$ cat config.mk
export PLATFORM = sky130hd
export DESIGN_NAME = mesh_slave_mem
export DESIGN_NICKNAME = d
export VERILOG_FILES = /design/src/rtl/mesh_slave_mem.sv
export SDC_FILE = /design/constraint.sdc
export NUM_CORES = 1
export LEC_CHECK = 0
export CAP_MARGIN = 20
export CORE_UTILIZATION = 40
export DETAILED_ROUTE_END_ITERATION = 7
export PLACE_DENSITY_LB_ADDON = 0.12
export SYNTH_ARGS = -nofsm -noshare
export SYNTH_HDL_FRONTEND = slang
export SYNTH_SLANG_ARGS = --single-unit
$ cat constraint.sdc
create_clock -name clk_i -period 4.73 [get_ports clk_i]
set_clock_uncertainty 0.2 [all_clocks]
set_input_delay 0.946 -clock clk_i [delete_from_list [all_inputs] [get_ports clk_i]]
set_output_delay 0.946 -clock clk_i [all_outputs]
set_load 0.05 [all_outputs]
$ cat src/rtl/mesh_slave_mem.sv
// rtl/mesh_slave_mem.sv - word-addressed memory target behind a manycore endpoint
//
// Services remote stores and loads arriving on the endpoint request interface.
// A clear sequencer zeroes the array after reset and on request. Load data
// returns one cycle after acceptance.
//
// Ports:
//   clk_i, reset_n_i           clock, asynchronous active-low reset
//   in_v_i / in_yumi_o         request valid / accepted this cycle
//   in_data_i, in_mask_i       store payload and byte enables
//   in_addr_i, in_we_i         word address, 1 = store / 0 = load
//   returning_v_o/_data_o      load data back to the endpoint
//   clear_i, busy_o            start a clear / clear in progress
//   err_o                      sticky out-of-range flag
//   store_count_o, load_count_o saturating accepted-request counters
module mesh_slave_mem #(
   parameter int data_width_p  = 32,
   parameter int addr_width_p  = 32,
   parameter int els_p         = 32,
   parameter int count_width_p = 16
) (
   input  logic                      clk_i,
   input  logic                      reset_n_i,
   input  logic                      in_v_i,
   output logic                      in_yumi_o,
   input  logic [data_width_p-1:0]   in_data_i,
   input  logic [data_width_p/8-1:0] in_mask_i,
   input  logic [addr_width_p-1:0]   in_addr_i,
   input  logic                      in_we_i,
   output logic                      returning_v_o,
   output logic [data_width_p-1:0]   returning_data_o,
   input  logic                      clear_i,
   output logic                      busy_o,
   output logic                      err_o,
   output logic [count_width_p-1:0]  store_count_o,
   output logic [count_width_p-1:0]  load_count_o
);

   localparam int idx_w_lp  = (els_p > 1) ? $clog2(els_p) : 1;
   localparam int mask_w_lp = data_width_p / 8;

   localparam logic [data_width_p-1:0] dead_lp     = data_width_p'(64'hDEAD_BEEF);
   localparam logic [addr_width_p-1:0] els_addr_lp = addr_width_p'(els_p);
   localparam logic [idx_w_lp-1:0]     last_idx_lp = idx_w_lp'(els_p - 1);

   typedef enum logic {eClear, eServe} state_e;

   state_e                  state_r;
   logic [idx_w_lp-1:0]     idx_r;
   logic [data_width_p-1:0] mem_r [els_p];

   logic                    in_range;
   logic [idx_w_lp-1:0]     addr_idx;
   logic                    accept;

   // Range check uses the full address so high garbage bits never alias.
   assign in_range  = (in_addr_i < els_addr_lp);
   assign addr_idx  = in_addr_i[idx_w_lp-1:0];
   assign accept    = (state_r == eServe) && in_v_i;
   assign in_yumi_o = accept;
   assign busy_o    = (state_r == eClear);

   always_ff @(posedge clk_i or negedge reset_n_i) begin
      if (!reset_n_i) begin
         state_r          <= eClear;
         idx_r            <= '0;
         returning_v_o    <= 1'b0;
         returning_data_o <= '0;
         err_o            <= 1'b0;
         store_count_o    <= '0;
         load_count_o     <= '0;
      end else begin
         case (state_r)
            eClear: begin
               // A fresh clear request restarts the sweep from word 0.
               if (clear_i) begin
                  idx_r <= '0;
               end else if (idx_r == last_idx_lp) begin
                  state_r <= eServe;
                  idx_r   <= '0;
               end else begin
                  idx_r <= idx_r + idx_w_lp'(1);
               end
            end
            eServe: begin
               // The request in the same cycle as clear_i is still serviced.
               if (clear_i) begin
                  state_r <= eClear;
                  idx_r   <= '0;
               end
            end
            default: begin
               state_r <= eClear;
               idx_r   <= '0;
            end
         endcase

         returning_v_o <= accept && !in_we_i;

         if (accept && !in_we_i) begin
            returning_data_o <= in_range ? mem_r[addr_idx] : dead_lp;
         end

         if (accept && !in_range) begin
            err_o <= 1'b1;
         end

         if (accept && in_we_i && (store_count_o != '1)) begin
            store_count_o <= store_count_o + count_width_p'(1);
         end

         if (accept && !in_we_i && (load_count_o != '1)) begin
            load_count_o <= load_count_o + count_width_p'(1);
         end
      end
   end

   // Storage is deliberately not reset; contents become defined once the
   // clear sweep has visited every word.
   always_ff @(posedge clk_i) begin
      if (state_r == eClear) begin
         mem_r[idx_r] <= '0;
      end else if (accept && in_we_i && in_range) begin
         for (int b = 0; b < mask_w_lp; b++) begin
            if (in_mask_i[b]) begin
               mem_r[addr_idx][8*b +: 8] <= in_data_i[8*b +: 8];
            end
         end
      end
   end

endmodule

# == After elaboration in Yosys (flattened, before gate mapping) ==
# Memories as Yosys holds them, arrays and structs flattened.
# Index checks and enable logic that the tools add are counted.
# totals
mem_bits_rw,1024
memories,1
inputBits,73
word_cells,56
reg_bits,72
out_inout_bits,68
# op_classes
addsub,3
magnitude_cmp,1
n_reduce_logical,10
bitwise_logic,1
mux,29
eq_ne,4
# memory_table
name,depth,width,read_ports,rd_clocked_by_memory_dff,write_ports,line_no,rtl
mem_r,32,32,1,0,1,50,logic [data_width_p-1:0] mem_r [els_p];
# op_table
op,count
$mux W32,2
$add A16 B1 Y16 const B,2
$lt A32 B6 Y1 const B,1
$ne A16 B16 Y1 const B,2
$reduce_or A32 Y1,1
$mux W1,20
$mux W5,4
$pmux W5 S2,1
$logic_and A1 B1 Y1,7
$add A5 B1 Y5 const B,1
$eq A5 B5 Y1 const B,1
$mux W4,1
$logic_not A1 Y1,2
$ne A2 B2 Y1 const B,1
$pmux W1 S2,1
$not A1 Y1,1

# == Logic depth before layout (Yosys ltp) ==
# Gate-level depths: netlist of run 1.
# depth
depth_word,8
mapped_depth,10

# == Worst setup path before layout of run 1 ==
# Ideal clock, no wire load.
# synth_timing
path_kind,input-to-reg
start,input port in_addr_i[18]
end,memory mem_r[28][0] (enable)
required_time_ns,4.147
n_path_buf,2
stages,7
setup_ns,0.383
t_arrival_ns,3.675
setup_slack_ns,0.471
cell_sequence,or4_4 or4_1 buf_2 nor3_4 buf_6 mux2_2 nor3_1
# synth_via
elab_chain_len,7
word_cells_on_any_way,17
# synth_rtl
element,line_no,rtl
from (decl),28,"input logic [addr_width_p-1:0] in_addr_i,"
$lt A32 B6 Y1 *,57,assign in_range = (in_addr_i < els_addr_lp);
$logic_and A1 B1 Y1 *,123,end else if (accept && in_we_i && in_range) begin
$mux W1,123,
$mux W1,121,if (state_r == eClear) begin
$mux W1 (implied by the code),126,mem_r[addr_idx][8*b +: 8] <= in_data_i[8*b +: 8];
$reduce_or A32 Y1 (no line),-,
$mux W5 (no line) or $mux W4 (tied branches),-,
to (decl),50,
# Every way passes the cells marked *; elsewhere a longest branch is shown, timed or not.

# == Final worst setup path of run 1 ==
# layout_timing
start,input port in_addr_i[18]
end,memory mem_r[27][1] (enable)
# The elaborated chain is that of the path after synthesis.

==> impl_metrics.py, run 1 <==
metrics = {
    "synthesis": {
        "ys.warnings.count": 0,
        "syn_nets": 2370,
        "synth_top_area_share_pct": 70.7,
        "synth-main-ff-cell": "edfxtp_1",
        "yosysUniqueCellTypes": 63,
        "yosysSeqAreaShare_pct": 74.8,
        "netlist_area_um2": 43500,
        "synth_area_leaders": "edfxtp_1 71%, mux4_2 11%, dfrtp_1 4.1%",
        "synth_area_per_cell_um2": 19.0,
        "yosys.cell_count.top_type": "edfxtp_1",
        "ys_ff_latch": 1096,
        "synth_common_cells": "1024 x edfxtp_1, 209 x mux4_2, 181 x nor2_1",
        "synthCells": 2293,
        "async_reset_ff_share_pct": 6.57,
        "yosys.area.top_type": "edfxtp_1",
        "synth_edf_count": 1024,
    },
    "sta": {
        "hold_viol_final": 0,
        "report.final.setup_viol": 0,
        "min_period_ps": 4110,
        "timing.fmax_mhz": 243,
        "tightest_slew_ps": 1080,
        "period_share_pct": 86.9,
        "tns_ps": 0,
        "relSlewSlack_pct": 27.9,
        "rsz0062_at_grt": "false",
        "slew_violations": 0,
        "whs_ps": 110,
    },
    "worst_setup_path": {
        "end_kind": "flop",
        "slowest_stage": "or4_1",
        "cp.arrival_ps": 4280,
        "crit_path_frequent_cell": "buf_4",
        "max_stage_delay_ps": 620,
        "required_ps": 4900,
        "startpoint_type": "primary input",
        "path_cells": "clkdlybuf4s50_1, or4_4, or4_1, buf_4, a211oi_2, nor2_1, nor3_1, buf_4",
        "criticalPathCategory": "in2reg",
        "cp_max_fo": 10,
        "r2r_slack_ps": 1370,
    },
    "clock_network": {
        "cts-resized-gates": 0,
        "numCtsBuffers": 114,
        "clk_pin_slew_ps": 60,
        "cts_sinks": 1096,
        "htree_levels": 3,
        "clock_path_buffers": 3,
        "post-cts-setup-buffers": 0,
        "clk-insertion-delay-late_ps": 680,
        "root_buffer": "clkbuf_16",
        "cts_hold_buffers": 0,
        "cts_tree": "built",
    },
    "floorplan": {
        "pin_count": 141,
        "die_x_um": 332,
        "fp.dieH_um": 332,
        "start_util_pct": 40.5,
        "die-area_um2": 110000,
        "rows": 120,
        "core_um2": 108000,
    },
    "layout": {
        "syn_to_final_growth_pct": 19.4,
        "nNetsFinal": 2720,
        "layout-drive-gt1-share_pct": 24.4,
        "final_cells": 4145,
    },
    "global_route": {
        "grt_max_degree": 76,
        "antenna_found_initial": 5,
        "overflow": 0,
        "grt_pass1_vias": 24200,
        "grt_pass1_wl_um": 172000,
        "track_usage_pct": 21.4,
    },
    "route": {
        "wl_um": 118000,
        "drt-pass1-iter-count": 6,
        "drtIter0Drc": 2240,
        "vias": 23700,
        "wl_per_cell_um": 28.5,
        "drc": 0,
        "vias_per_cell": 5.71,
        "antenna_left": 0,
    },
    "placed_design": {
        "port_buffers": 140,
        "routabilityCongestion": 0.871,
        "place_inst": 3930,
        "hpwl_um": 76200,
    },
    "power_and_ir_drop": {
        "powerDensity_nw_per_um2": 387,
        "p_leak_nw": 18.9,
        "ir_drop_mv": 0.270,
        "power_mw": 20.1,
    },
    "status": {
        "outcome": "finished, final reports clean",
    },
    "worst_hold_path": {
        "hp-class": "in2async",
    },
    "job": {
        "drv_cap": 0,
    },
}
==> per-layer routing <==
layer / global-route usage, % / routed length (um)
met2: 34.6 / 56600
met5: 0.434 / 80
met1: 30.2 / 51200
met4: 5.35 / 2240
met3: 3.79 / 7820
==> state kept, by name, indices dropped and copies added, names as in the netlist <==
name              flops
state_r               1
mem_r              1024
idx_r                 5
load_count_o         16
returning_data_o     32
returning_v_o         1
store_count_o        16
err_o                 1
==> per-stage QoR <==
stage	worst slack [ps]	utilization [%]	cell area, um2
6_report	621	48.3	52000
5_1_grt	553	48.3	52000
4_1_cts	691	48.3	52000
3_5_place_dp	-5.86	45.0	48400
3_3_place_gp	-23.7	45.0	48400
2_1_floorplan	471	-	43500
==> cell usage in the layout (no fill, tap or decap), types with 8 or more instances in the layout <==
| cell type | instances |
|---|---|
| xor2_1 | 10 |
| nand2b_1 | 9 |
| buf_12 | 47 |
| nand3_1 | 14 |
| clkbuf_16 | 117 |
| xnor2_1 | 20 |
| a211oi_1 | 36 |
| o22ai_1 | 14 |
| nand2_1 | 39 |
| edfxtp_1 | 1024 |
| o221ai_1 | 14 |
| mux2i_1 | 67 |
| a22oi_1 | 44 |
| clkinv_1 | 14 |
| nor2b_1 | 28 |
| buf_4 | 177 |
| nor3_1 | 22 |
| nor4_1 | 8 |
| nor2_1 | 179 |
| clkbuf_1 | 42 |
| mux2_2 | 46 |
| o21bai_1 | 17 |
| a2111oi_0 | 15 |
| dfrtp_1 | 72 |
| nor2_2 | 11 |
| a31oi_1 | 20 |
| clkdlybuf4s50_1 | 135 |
| clkinv_2 | 21 |
| and2_1 | 35 |
| a21oi_1 | 33 |
| o21ai_0 | 49 |
| mux4_2 | 209 |
| a221o_1 | 14 |
| nand4_1 | 25 |
| nand3b_1 | 17 |
==> power by group <==
part	internal [mW]	switching, mW	leakage (nW)
clock network	4.96	3.63	1.74
registers	10.6	0.0379	11.9
logic	0.368	0.560	5.24
==> cell type report <==
| class | instances | area [um2] |
|---|---|---|
| Fill cell | 8911 | 55500 |
| Tap cell | 1403 | 1760 |
| Clock inverter | 48 | 399 |
| Antenna cell | 2 | 5.00 |
| Inverter | 3 | 11.3 |
| Multi-Input combinational cell | 1067 | 10400 |
| Sequential cell | 1096 | 32600 |
| Timing Repair Buffer | 361 | 3650 |
| Clock buffer | 165 | 3170 |
==> critical path, delay by kind of cell <==
family / cells / cell delay, ps
compound gates: 1 / 440
buf+inv: 3 / 920
simple gates: 4 / 1950
==> kinds of logic after synthesis <==
logic type	synth area share [%]
and+or+nand+nor	4.86
buffers and inverters	1.33
xor gates and xnor gates	0.604
muxes	13.6
adders and majority gates	0.115
AOI/OAI and AO/OA	4.63
DFF	74.8
==> worst paths after layout <==
kind,start,to,cells after the start
max,in_addr_i[18],mem_r[27][1],8
min,reset_n_i,store_count_o[10],1
max reg2reg,state_r,mem_r[27][1],7
min reg2reg,err_o,err_o,1
max in group asynchronous,reset_n_i,returning_data_o[28],2
min in group clk_i,err_o,err_o,1
Note: power is estimated with default switching activity, not from simulation.
==> inputs of run 2 (changes only) <==
- CORE_ASPECT_RATIO: default -> 1.5
==> run 2 against run 1 <==
Net effect: the flow now finishes with violations (design-rule violations); first-iteration DRC count shrank 21%; register-to-register slack lost 600 ps; sequential cell count is the same; sequential power is essentially flat; combinational power shrank 0.6%; count of clock-buffer cells in the layout shrank 31; sequential share of layout area grew 0.48 points; design area shrank 0.77%; hold slack gained 70 ps.
==> impl_metrics.py, run 2 (same netlist as run 1, synthesis figures left out) <==
metrics = {
    "sta": {
        "relSlewSlack_pct": 24.3,
        "min_period_ps": 4100,
        "tns_ps": 0,
        "tightest_slew_ps": 1140,
        "timing.fmax_mhz": 244,
        "rsz0062_at_grt": "false",
        "hold_viol_final": 0,
        "period_share_pct": 86.6,
        "slew_violations": 0,
        "report.final.setup_viol": 0,
    },
    "status": {
        "outcome": "finished with violations",
        "violations": "design-rule violations",
    },
    "worst_setup_path": {
        "crit_buf_inv": 5,
        "r2r_slack_ps": 770,
        "cp_max_fo": 10,
        "end_kind": "flop",
        "slowest_stage": "or4_4",
        "criticalPathCategory": "in2reg",
        "required_ps": 4930,
        "crit_family": "simple AND/OR/NAND/NOR gates",
        "cp.arrival_ps": 4290,
        "startpoint_type": "primary input",
        "crit_path_frequent_cell": "buf_4",
        "max_stage_delay_ps": 560,
        "path_cells": "clkdlybuf4s50_1, or4_4, or4_1, buf_4, o22ai_1, buf_4, nand3_1, buf_4, nor3_1, buf_4",
    },
    "placed_design": {
        "routabilityCongestion": 0.886,
        "dpl_cell_area_um2": 48300,
        "hpwl_um": 78300,
        "port_buffers": 140,
    },
    "floorplan": {
        "start_util_pct": 40.5,
        "fp.dieH_um": 406,
        "die-area_um2": 110000,
        "core_um2": 107000,
        "rows": 147,
        "die_x_um": 271,
        "pin_count": 141,
    },
    "route": {
        "wl_um": 118000,
        "drtIter0Drc": 1760,
        "drt-pass1-iter-count": 7,
        "vias_per_cell": 5.65,
        "vias": 23200,
        "antenna_left": 0,
        "drc": 1,
        "wl_per_cell_um": 28.7,
    },
    "layout": {
        "layout-drive-gt1-share_pct": 23.7,
        "final_cell_mix": "1024 x edfxtp_1, 209 x mux4_2, 179 x nor2_1, 165 x buf_4, 135 x clkdlybuf4s50_1",
        "fillers": 9031,
        "largest_reg_flops": 1024,
        "design_area_um2": 51600,
        "antennaDiodeCount": 0,
        "regMostFlops": "mem_r",
        "top_regs": "mem_r (1024), returning_data_o (32)",
        "syn_to_final_growth_pct": 18.5,
        "nNetsFinal": 2693,
        "final_common_cell": "edfxtp_1",
    },
    "clock_network": {
        "root_buffer": "clkbuf_16",
        "clk_pin_slew_ps": 60,
        "cts-resized-gates": 0,
        "numCtsBuffers": 100,
        "htree_levels": 3,
        "cts_tree": "built",
        "post-cts-setup-buffers": 0,
        "clk-insertion-delay-late_ps": 700,
        "clock_path_buffers": 3,
        "cts_hold_buffers": 0,
        "cts_sinks": 1096,
    },
    "global_route": {
        "grt_pass1_vias": 24200,
        "grt_max_degree": 81,
        "track_usage_pct": 21.6,
        "overflow": 0,
        "grt_pass1_wl_um": 171000,
        "antenna_found_initial": 3,
    },
    "power_and_ir_drop": {
        "powerDensity_nw_per_um2": 382,
        "p_leak_nw": 18.7,
        "power_mw": 19.7,
        "ir_drop_mv": 0.355,
    },
    "worst_hold_path": {
        "hp-class": "in2async",
    },
    "job": {
        "drv_cap": 0,
    },
}
## run 2: cell types whose count changed in the layout (fill, tap and decap cells not counted), sizes merged
cell	before	now
diode	2	0
clkbuf	165	134
clkinv	37	32
clkinvlp	4	5
bufinv	6	11
buf	226	213
## run 2: worst paths after layout
kind | endpoint | startpoint | cells after the start
setup / recovery | mem_r[21][27] | in_addr_i[18] | 10
hold / removal | store_count_o[13] | reset_n_i | 1
setup reg to reg | mem_r[21][27] | state_r | 9
hold reg to reg | err_o | err_o | 1
max in group asynchronous | returning_data_o[18] | reset_n_i | 2
min in group clk_i | err_o | err_o | 1
## run 2: metrics by stage
step | hold WS [ps] | utilization, % | instances | setup WS, ps
after global placement | 250 | 45.0 | 3928 | -60.1
after floorplan | 393 | - | 2293 | 471
after global routing | 240 | 48.0 | 4112 | 619
after CTS | 203 | 48.0 | 4111 | 730
after detailed placement | 279 | 45.0 | 3928 | 0.344
final | 180 | 48.0 | 4112 | 634
## run 2: cell type report
cell class | instances | area (um2) | share of cell area [%]
inverter | 3 | 11.3 | 0.0218
tap | 1415 | 1770 | 3.43
timing repair buffer | 348 | 3540 | 6.87
multi-input combinational | 1067 | 10400 | 20.2
sequential | 1096 | 32600 | 63.1
clock inverter | 49 | 520 | 1.01
clock buffer | 134 | 2750 | 5.34
## run 2: routing by layer
metal  vias to the layer above  track usage, %  part of all wire [%]
li1                      10000               -                     -
met4                         4            7.66                   3.0
met3                       153            3.00                   5.1
met2                       756            38.1                    52
met1                     12300            27.2                    40
met5                         -               0                 0.019
## run 2: power by group
part / internal [mW] / total (mW) / switching (mW)
registers: 10.6 / 10.6 / 0.0403
logic: 0.365 / 0.922 / 0.557
clock network: 4.68 / 8.15 / 3.48
total: 15.6 / 19.7 / 4.08
